[src/rtl/right_shift_seq_if.sv]
// Request/response bundle for the iterative right-shift unit.
// The datapath controller drives the master side; the shifter is the slave.
interface right_shift_seq_if #(
    parameter int WIDTH   = 32,
    parameter int SHAMT_W = 5
);
    logic               start;
    logic [WIDTH-1:0]   value_in;
    logic [SHAMT_W-1:0] shamt;
    logic               arith;
    logic               busy;
    logic               done;
    logic [WIDTH-1:0]   result;

    modport master (
        output start, value_in, shamt, arith,
        input  busy, done, result
    );

    modport slave (
        input  start, value_in, shamt, arith,
        output busy, done, result
    );
endinterface

[src/rtl/right_shift_seq.sv]
// Multi-cycle logical/arithmetic right shifter, up to STEP bits per cycle.
// start/busy/done handshake; result only updates on entry to DONE.
module right_shift_seq #(
    parameter int WIDTH   = 32,
    parameter int SHAMT_W = 5,
    parameter int STEP    = 1
) (
    input  logic            clk,
    input  logic            reset,
    right_shift_seq_if.slave bus
);
    typedef enum logic [1:0] {
        S_IDLE,
        S_SHIFT,
        S_DONE
    } state_t;

    localparam logic [SHAMT_W-1:0] LP_STEP = SHAMT_W'(STEP);

    state_t             r_state;
    state_t             w_state_nxt;
    logic [WIDTH-1:0]   r_work;
    logic [WIDTH-1:0]   w_work_nxt;
    logic [WIDTH-1:0]   r_result;
    logic [WIDTH-1:0]   w_result_nxt;
    logic [SHAMT_W-1:0] r_rem;
    logic [SHAMT_W-1:0] w_rem_nxt;
    logic               r_fill;
    logic               w_fill_nxt;
    logic               w_accept;
    logic [SHAMT_W-1:0] w_k;
    logic [SHAMT_W-1:0] w_rem_sub;
    logic [WIDTH-1:0]   w_fill_mask;
    logic [WIDTH-1:0]   w_shifted;

    // A new op may start from DONE as well as IDLE, giving back-to-back issue
    assign w_accept    = bus.start && (r_state != S_SHIFT);
    assign w_k         = (r_rem < LP_STEP) ? r_rem : LP_STEP;
    assign w_rem_sub   = r_rem - w_k;
    assign w_fill_mask = r_fill ? ~({WIDTH{1'b1}} >> w_k) : '0;
    assign w_shifted   = (r_work >> w_k) | w_fill_mask;

    always_comb begin
        w_state_nxt  = r_state;
        w_work_nxt   = r_work;
        w_rem_nxt    = r_rem;
        w_fill_nxt   = r_fill;
        w_result_nxt = r_result;
        unique case (r_state)
            S_IDLE, S_DONE: begin
                w_state_nxt = S_IDLE;
                if (w_accept) begin
                    w_work_nxt = bus.value_in;
                    w_rem_nxt  = bus.shamt;
                    w_fill_nxt = bus.arith & bus.value_in[WIDTH-1];
                    if (bus.shamt == '0) begin
                        w_state_nxt  = S_DONE;
                        w_result_nxt = bus.value_in;
                    end else begin
                        w_state_nxt = S_SHIFT;
                    end
                end
            end
            S_SHIFT: begin
                w_work_nxt = w_shifted;
                w_rem_nxt  = w_rem_sub;
                if (w_rem_sub == '0) begin
                    w_state_nxt  = S_DONE;
                    w_result_nxt = w_shifted;
                end
            end
            default: begin
                w_state_nxt = S_IDLE;
            end
        endcase
    end

    always_ff @(posedge clk) begin
        if (reset) begin
            r_state  <= S_IDLE;
            r_work   <= '0;
            r_rem    <= '0;
            r_fill   <= 1'b0;
            r_result <= '0;
        end else begin
            r_state  <= w_state_nxt;
            r_work   <= w_work_nxt;
            r_rem    <= w_rem_nxt;
            r_fill   <= w_fill_nxt;
            r_result <= w_result_nxt;
        end
    end

    assign bus.busy   = (r_state == S_SHIFT);
    assign bus.done   = (r_state == S_DONE);
    assign bus.result = r_result;
endmodule

[src/flat_wrapper.sv]
// flat-port wrapper written by rule: the top's interface ports become plain ports
module right_shift_seq_flat 
#(
    parameter int WIDTH   = 32,
    parameter int SHAMT_W = 5,
    parameter int STEP    = 1
)
  (clk, reset, bus_start, bus_value_in, bus_shamt, bus_arith, bus_busy, bus_done, bus_result);
  right_shift_seq_if #(.WIDTH(WIDTH), .SHAMT_W(SHAMT_W)) bus_i ();
  input  logic clk;
  input  logic reset;
  input wire logic [$bits(bus_i.start)-1:0] bus_start;
  input wire logic [$bits(bus_i.value_in)-1:0] bus_value_in;
  input wire logic [$bits(bus_i.shamt)-1:0] bus_shamt;
  input wire logic [$bits(bus_i.arith)-1:0] bus_arith;
  output wire logic [$bits(bus_i.busy)-1:0] bus_busy;
  output wire logic [$bits(bus_i.done)-1:0] bus_done;
  output wire logic [$bits(bus_i.result)-1:0] bus_result;
  assign bus_i.start = bus_start;
  assign bus_i.value_in = bus_value_in;
  assign bus_i.shamt = bus_shamt;
  assign bus_i.arith = bus_arith;
  assign bus_busy = bus_i.busy;
  assign bus_done = bus_i.done;
  assign bus_result = bus_i.result;
  right_shift_seq #(.WIDTH(WIDTH), .SHAMT_W(SHAMT_W), .STEP(STEP)) u_core (.clk(clk), .reset(reset), .bus(bus_i));
endmodule
[config.mk]
export PLATFORM = sky130hd
export DESIGN_NAME = right_shift_seq_flat
export DESIGN_NICKNAME = d
export VERILOG_FILES = /design/src/rtl/right_shift_seq_if.sv /design/src/rtl/right_shift_seq.sv /design/src/flat_wrapper.sv
export SDC_FILE = /design/constraint.sdc
export NUM_CORES = 1
export LEC_CHECK = 0
export CAP_MARGIN = 20
export CORE_MARGIN = 3
export CORE_UTILIZATION = 55
export CTS_CLUSTER_SIZE = 16
export DETAILED_ROUTE_END_ITERATION = 8
export DONT_BUFFER_PORTS = 1
export HOLD_SLACK_MARGIN = 0.1
export MAX_ROUTING_LAYER = met4
export PLACE_DENSITY = 0.7
export RECOVER_POWER = 50
export SYNTH_ARGS = -nofsm -noshare
export SYNTH_HDL_FRONTEND = slang
export SYNTH_SLANG_ARGS = --single-unit
export TNS_END_PERCENT = 50
[constraint.sdc]
create_clock -name clk -period 3.25 [get_ports clk]
set_clock_uncertainty 0.1 [all_clocks]
set_input_delay 0.325 -clock clk [delete_from_list [all_inputs] [get_ports clk]]
set_output_delay 0.325 -clock clk [all_outputs]
set_load 0.02 [all_outputs]
---- After elaboration in Yosys (flattened, before gate mapping) ----
Index checks and enable logic that the tools add are counted.
cells by class
  multiplexer cells ....................... 14
  $add $sub $neg .......................... 1
  bitwise operators ....................... 3
  reductions and logical operators ........ 9
  shift-type cells ........................ 2
  order comparisons ....................... 1
  eq/ne operators ......................... 6
operators by type and width
  operator               number
  $mux 32                5
  $pmux 32 s2            2
  $not 32->32            1
  $or 32x32->32          1
  $shr 32x5->32          1
  $shr 32x5->32 const A  1
  $logic_not 5->1        2
  $mux 5                 2
  $pmux 5 s2             1
  $ne 2x1->1 const B     4
  $mux 2                 3
  $lt 5x1->1 const B     1
  $sub 5x5->5            1
  $pmux 2 s2             1
  $reduce_and 2->1       2
  $reduce_and 4->1       1
  $eq 2x1->1 const B     1
  $eq 2x2->1 const B     1
  $logic_not 2->1        1
  $reduce_bool 2->1      1
  $reduce_or 2->1        1
  $and 1x1->1            1
  $logic_and 1x1->1      1
word-level totals
  output and inout bits ................... 34
  logic and storage cells ................. 41
  register bits after elaboration ......... 72
  input port bits ......................... 41

---- Logic depth before layout (Yosys ltp) ----
  depth after elaboration ................. 8
  gate-level depth with buffers ........... 10
  gate-level depth less buffers ........... 7

---- Least setup slack after synthesis ----
Ideal clock, no wire load.
  path type ............................... register to register
  start ................................... register u_core.r_rem[2]
  end ..................................... register u_core.r_result[10] (netlist: u_core.bus.result[10])
  data required time ...................... 3.033 ns
  stages on the path, launching flop included .. 10
  path buffers ............................ 3
  period minus slack after synthesis ...... 2.348 ns
  library setup time ...................... 0.117 ns
  setup slack ............................. 0.902 ns
  arrival time ............................ 2.132 ns
  path through ............................ dfxtp_1 or4_1 clkbuf_1 nand2_1 ha_1 nand4_1 and3b_1 buf_2 buf_6 a22o_1
on the way
  longest elaborated chain between the ends .. 8
  elaborated cells between the ends (all ways) .. 13
  those cells by class .................... add/sub (1); order compare (1); eq/ne (1); shift (2); mux (4); bitwise (2); reduce/logical (2)
ends and longest elaborated chain
  what                      line                   source
  start: declaration        right_shift_seq.sv:26  logic [SHAMT_W-1:0] r_rem;
  start signal: assignment  right_shift_seq.sv:88  r_rem <= w_rem_nxt;
  $lt 5x1->1                right_shift_seq.sv:38  assign w_k = (r_rem < LP_STEP) ? r_rem : LP_STEP;
  $mux 5                    right_shift_seq.sv:38
  $shr 32x5->32             right_shift_seq.sv:40  assign w_fill_mask = r_fill ? ~({WIDTH{1'b1}} >> w_k) : '0;
  $not 32->32               right_shift_seq.sv:40
  $mux 32                   right_shift_seq.sv:40
  $or 32x32->32             right_shift_seq.sv:41  assign w_shifted = (r_work >> w_k) | w_fill_mask;
  $mux 32                   right_shift_seq.sv:67  if (w_rem_sub == '0) begin
  $pmux 32 s2               right_shift_seq.sv:49  unique case (r_state)
  end signal: assignment    right_shift_seq.sv:90  r_result <= w_result_nxt;
  end: declaration          right_shift_seq.sv:24  logic [WIDTH-1:0] r_result;
Several ways; a longest one is shown, not always the timed one. The select of a mux whose other input is x is not followed.
A chain may end at the register's enable or synchronous reset.

---- Worst setup path in the final report ----
  start ................................... register u_core.r_rem[4]
  end ..................................... register u_core.r_work[19]
on the way
  longest elaborated chain between the ends .. 7
  elaborated cells between the ends (all ways) .. 8
  those cells by class .................... order compare (1); shift (2); mux (3); bitwise (2)
ends and longest elaborated chain
  what                    line                   source
  $lt 5x1->1              right_shift_seq.sv:38
  $mux 5 (*)              right_shift_seq.sv:38
  $shr 32x5->32           right_shift_seq.sv:40
  $not 32->32             right_shift_seq.sv:40
  $mux 32                 right_shift_seq.sv:40
  $or 32x32->32 (*)       right_shift_seq.sv:41
  $pmux 32 s2 (*)         right_shift_seq.sv:49
  end signal: assignment  right_shift_seq.sv:87  r_work <= w_work_nxt;
  end: declaration        right_shift_seq.sv:22  logic [WIDTH-1:0] r_work;
Mark *: on every way between the ends. The rest lies on a longest branch, timed or not.

==> flow_metrics.env <==
export IMPL_status="complete, no violations"
export IMPL_whs_path_depth=2
export IMPL_synth_most_common_cell="dfxtp_1"
export IMPL_clock_latency_ns=0.35
export IMPL_grt_usage_pct=27.9
export IMPL_tritoncts="built"
export IMPL_path_max_fanout=12
export IMPL_n_antenna_cell=0
export IMPL_die_h_um=84.4
export IMPL_slowest_stage="a21oi_1"
export IMPL_end_kind="flip-flop"
export IMPL_reg2reg_from="u_core.r_rem[4]$_SDFFE_PP0P_"
export IMPL_maxSlewHeadroom_pct=1.01
export IMPL_p_int_uw=1570
export IMPL_r2r_cells=5
export IMPL_netSwitchingPower_uw=785
export IMPL_grt_start_max_net_pins=40
export IMPL_synth_edf_count=0
export IMPL_rsz0062_at_grt="false"
export IMPL_leakagePower_uw=0.00135
export IMPL_synth_top_area_share_pct=42.7
export IMPL_grt_pass1_vias=3080
export IMPL_cp_top_family="compound AO/OA/AOI/OAI gates"
export IMPL_arrival_ns=2.82
export IMPL_holdPathEnd="u_core.r_work[29]$_SDFFE_PP0P_"
export IMPL_tns_ns=0
export IMPL_ys_types=31
export IMPL_syn2layout_area_growth_pct=14.1
export IMPL_swShare_pct=33.4
export IMPL_crit_cells=5
export IMPL_hp_class="in -> reg"
export IMPL_drt_total_wl_um=9590
export IMPL_drive_gt1_share_pct=7.44
export IMPL_cts_setup_buffers=0
export IMPL_critical_path_max_stage_delay_ns=0.76
export IMPL_ant_nets=0
export IMPL_post_route_period_util_pct=81.4
export IMPL_dp_hpwl_um=5540
export IMPL_ioPinCount=75
export IMPL_ys_flop_type="dfxtp_1"
export IMPL_gp_congestion=0.823
export IMPL_overflow=0
export IMPL_max_freq_mhz=378
export IMPL_maxCapViolCount=0
export IMPL_ys_ff_latch=72
export IMPL_yosys_warnings=0
export IMPL_synthTopCellsByArea="dfxtp_1, a22o_1, o2bb2ai_1"
export IMPL_clk_pin_slew_ns=0.07
export IMPL_io_buffers=0
export IMPL_rrSetupSlack_ns=0.60
export IMPL_setup_violations_final=0
export IMPL_die_width_um=84.4
export IMPL_fin_nets=441
export IMPL_vias=3249
export IMPL_first_pass_iters=5
export IMPL_critPathLaunchType="flip-flop"
export IMPL_start_util_pct=59.2
export IMPL_ctsRootBufferMaster="clkbuf_8"
export IMPL_synthArstFlopShare_pct=0
export IMPL_synth_commonest_cells="dfxtp_1, a21oi_1, nor2_1"
export IMPL_r2r_end="u_core.r_work[19]$_SDFFE_PP0P_"
export IMPL_core_area_um2=5710
export IMPL_final_cells=475
export IMPL_hold_start="bus_value_in[29]"
export IMPL_numCtsBuffers=9
export IMPL_power_uw=2350
export IMPL_clkPwrFrac_pct=31.7
export IMPL_die_area_um2=7120
export IMPL_drt_iter0_drc=368
export IMPL_ir_drop_mv=0.354
export IMPL_yosysSeqAreaShare_pct=42.7
export IMPL_antenna_found_initial=0
export IMPL_critical_path_class="reg -> reg"
export IMPL_pwr_share_seq_pct=45.6
export IMPL_grt_pass1_wl_um=15800
export IMPL_avgSynthCellArea_um2=8.64
export IMPL_post_drt_wl_per_cell_um=20.2
export IMPL_dp_cells=432
export IMPL_crit_buf_inv=1
export IMPL_layout_min_cycle_time_ns=2.65
export IMPL_crit_path_cell_trace="nor4_4 > nand3_1 > a21oi_1 > buf_4 > o2bb2ai_1"
export IMPL_drcViolationCount=0
export IMPL_finalMaxSlewViolations=0
export IMPL_crit_required_ns=3.43
export IMPL_p_comb_share_pct=22.7
export IMPL_cts_sinks=72
export IMPL_power_density_nw_per_um2=610
export IMPL_viasPerCell=6.84
export IMPL_clockBufferDepth=2
export IMPL_syn_inst=391
export IMPL_synth_nets=433
export IMPL_placementRows=27
export IMPL_netlist_area_um2=3380
export IMPL_htree_num_levels=3
export IMPL_finalHoldViolCount=0
export IMPL_worst_pin_slew_ns=1.48
export IMPL_yosys_area_top_type="dfxtp_1"
registers in the layout (all words and copies together) (netlist names):
signal and cells:
u_core.r_state 2, u_core.r_rem 5, u_core.r_fill 1, u_core.r_work 32
u_core.bus.result 32
power by group through the flow:
| stage | sequential, uW | combinational (uW) | clock (uW) |
|---|---|---|---|
| after floorplan | 1070 | 391 | 0 |
| after global placement | 1090 | 480 | 0 |
| after detailed placement | 1090 | 486 | 0 |
| after CTS | 1070 | 526 | 753 |
| after global routing | 1080 | 589 | 788 |
| final | 1070 | 534 | 746 |
cells by family after synthesis:
logic type	count (synthesis)	synth area share, %
AO/OA/AOI/OAI	207	41.8
flip-flops	72	42.7
AND/OR/NAND/NOR	64	8.93
buffers and inverters	46	5.93
multiplexers	1	0.333
adder cells (fa/ha/maj)	1	0.370
stage by stage:
stage | instance area, um^2 | worst slack, ns | util [%] | hold slack (ns)
CTS | 3870 | 0.925 | 67.9 | 0.101
finish | 3860 | 0.605 | 67.5 | 0.0991
floorplan | 3380 | 0.902 | - | 0.333
detailed placement | 3380 | 0.945 | 59.2 | 0.301
global route | 3860 | 0.383 | 67.5 | 0.108
global placement | 3380 | 0.984 | 59.2 | 0.300
cell type report:
cell class / count / area [um^2]
Fill cell: 493 / 1850
Multi-Input combinational cell: 273 / 1740
Sequential cell: 72 / 1440
Timing Repair Buffer: 40 / 372
Clock buffer: 12 / 165
Tap cell: 72 / 90.1
Clock inverter: 3 / 40.0
Inverter: 3 / 11.3
worst reg2reg max path: cells and delay by family, from the launching register on:
kind	cells	cell delay (ns)
AO/OA/AOI/OAI	2	0.90
buffers and inverters	1	0.34
flip-flops	1	0.38
AND/OR/NAND/NOR	2	0.85
cells in the final DEF, fill, tap and decap left out, drive strengths merged:
| cell type | netlist | routed |
|---|---|---|
| dfxtp | 72 | 72 |
| a21oi | 39 | 39 |
| nor2 | 37 | 37 |
| o21ai | 35 | 35 |
| a31oi | 34 | 34 |
| a22oi | 33 | 33 |
| o2bb2ai | 32 | 32 |
| a22o | 32 | 32 |
| dlygate4sd3 | 0 | 27 |
| clkbuf | 34 | 15 |
| buf | 9 | 10 |
| nand2 | 9 | 9 |
| nand2b | 3 | 3 |
| nand3 | 3 | 3 |
| clkinv | 1 | 3 |
| inv | 2 | 2 |
| or4 | 2 | 2 |
| nor2b | 2 | 2 |
| or3 | 2 | 2 |
| nor4 | 2 | 2 |
| nand4 | 1 | 1 |
| and3b | 1 | 1 |
| nor3 | 1 | 1 |
| a221oi | 1 | 1 |
| mux2 | 1 | 1 |
| nand3b | 1 | 1 |
| o211ai | 1 | 1 |
| ha | 1 | 1 |
| bufinv | 0 | 1 |
repair_timing:
action                    in CTS  in global routing
hold endpoints to repair      39                  0
resized for setup              0                  0
hold buffers                  28                  0
metal layers:
layer,track usage (%),vias up,routed length [um]
li1,-,1524,-
met1,36.6,1534,4070
met2,41.1,174,4410
met3,7.75,17,914
met4,10.1,0,196
met5,-,-,0
worst max-delay path by stage:
stage	startpoint	to	slack (ns)
after floorplan	u_core.r_rem[2]$_SDFFE_PP0P_	u_core.bus.result[10]$_SDFFE_PP0P_	0.90
after global placement	u_core.r_rem[2]$_SDFFE_PP0P_	u_core.bus.result[17]$_SDFFE_PP0P_	0.98
after detailed placement	u_core.r_rem[2]$_SDFFE_PP0P_	u_core.r_work[20]$_SDFFE_PP0P_	0.95
after CTS	u_core.r_rem[2]$_SDFFE_PP0P_	u_core.r_work[22]$_SDFFE_PP0P_	0.93
after global routing	u_core.r_rem[2]$_SDFFE_PP0P_	u_core.r_work[20]$_SDFFE_PP0P_	0.38
final	u_core.r_rem[4]$_SDFFE_PP0P_	u_core.r_work[19]$_SDFFE_PP0P_	0.60
Power figures use the tool's default switching activity.
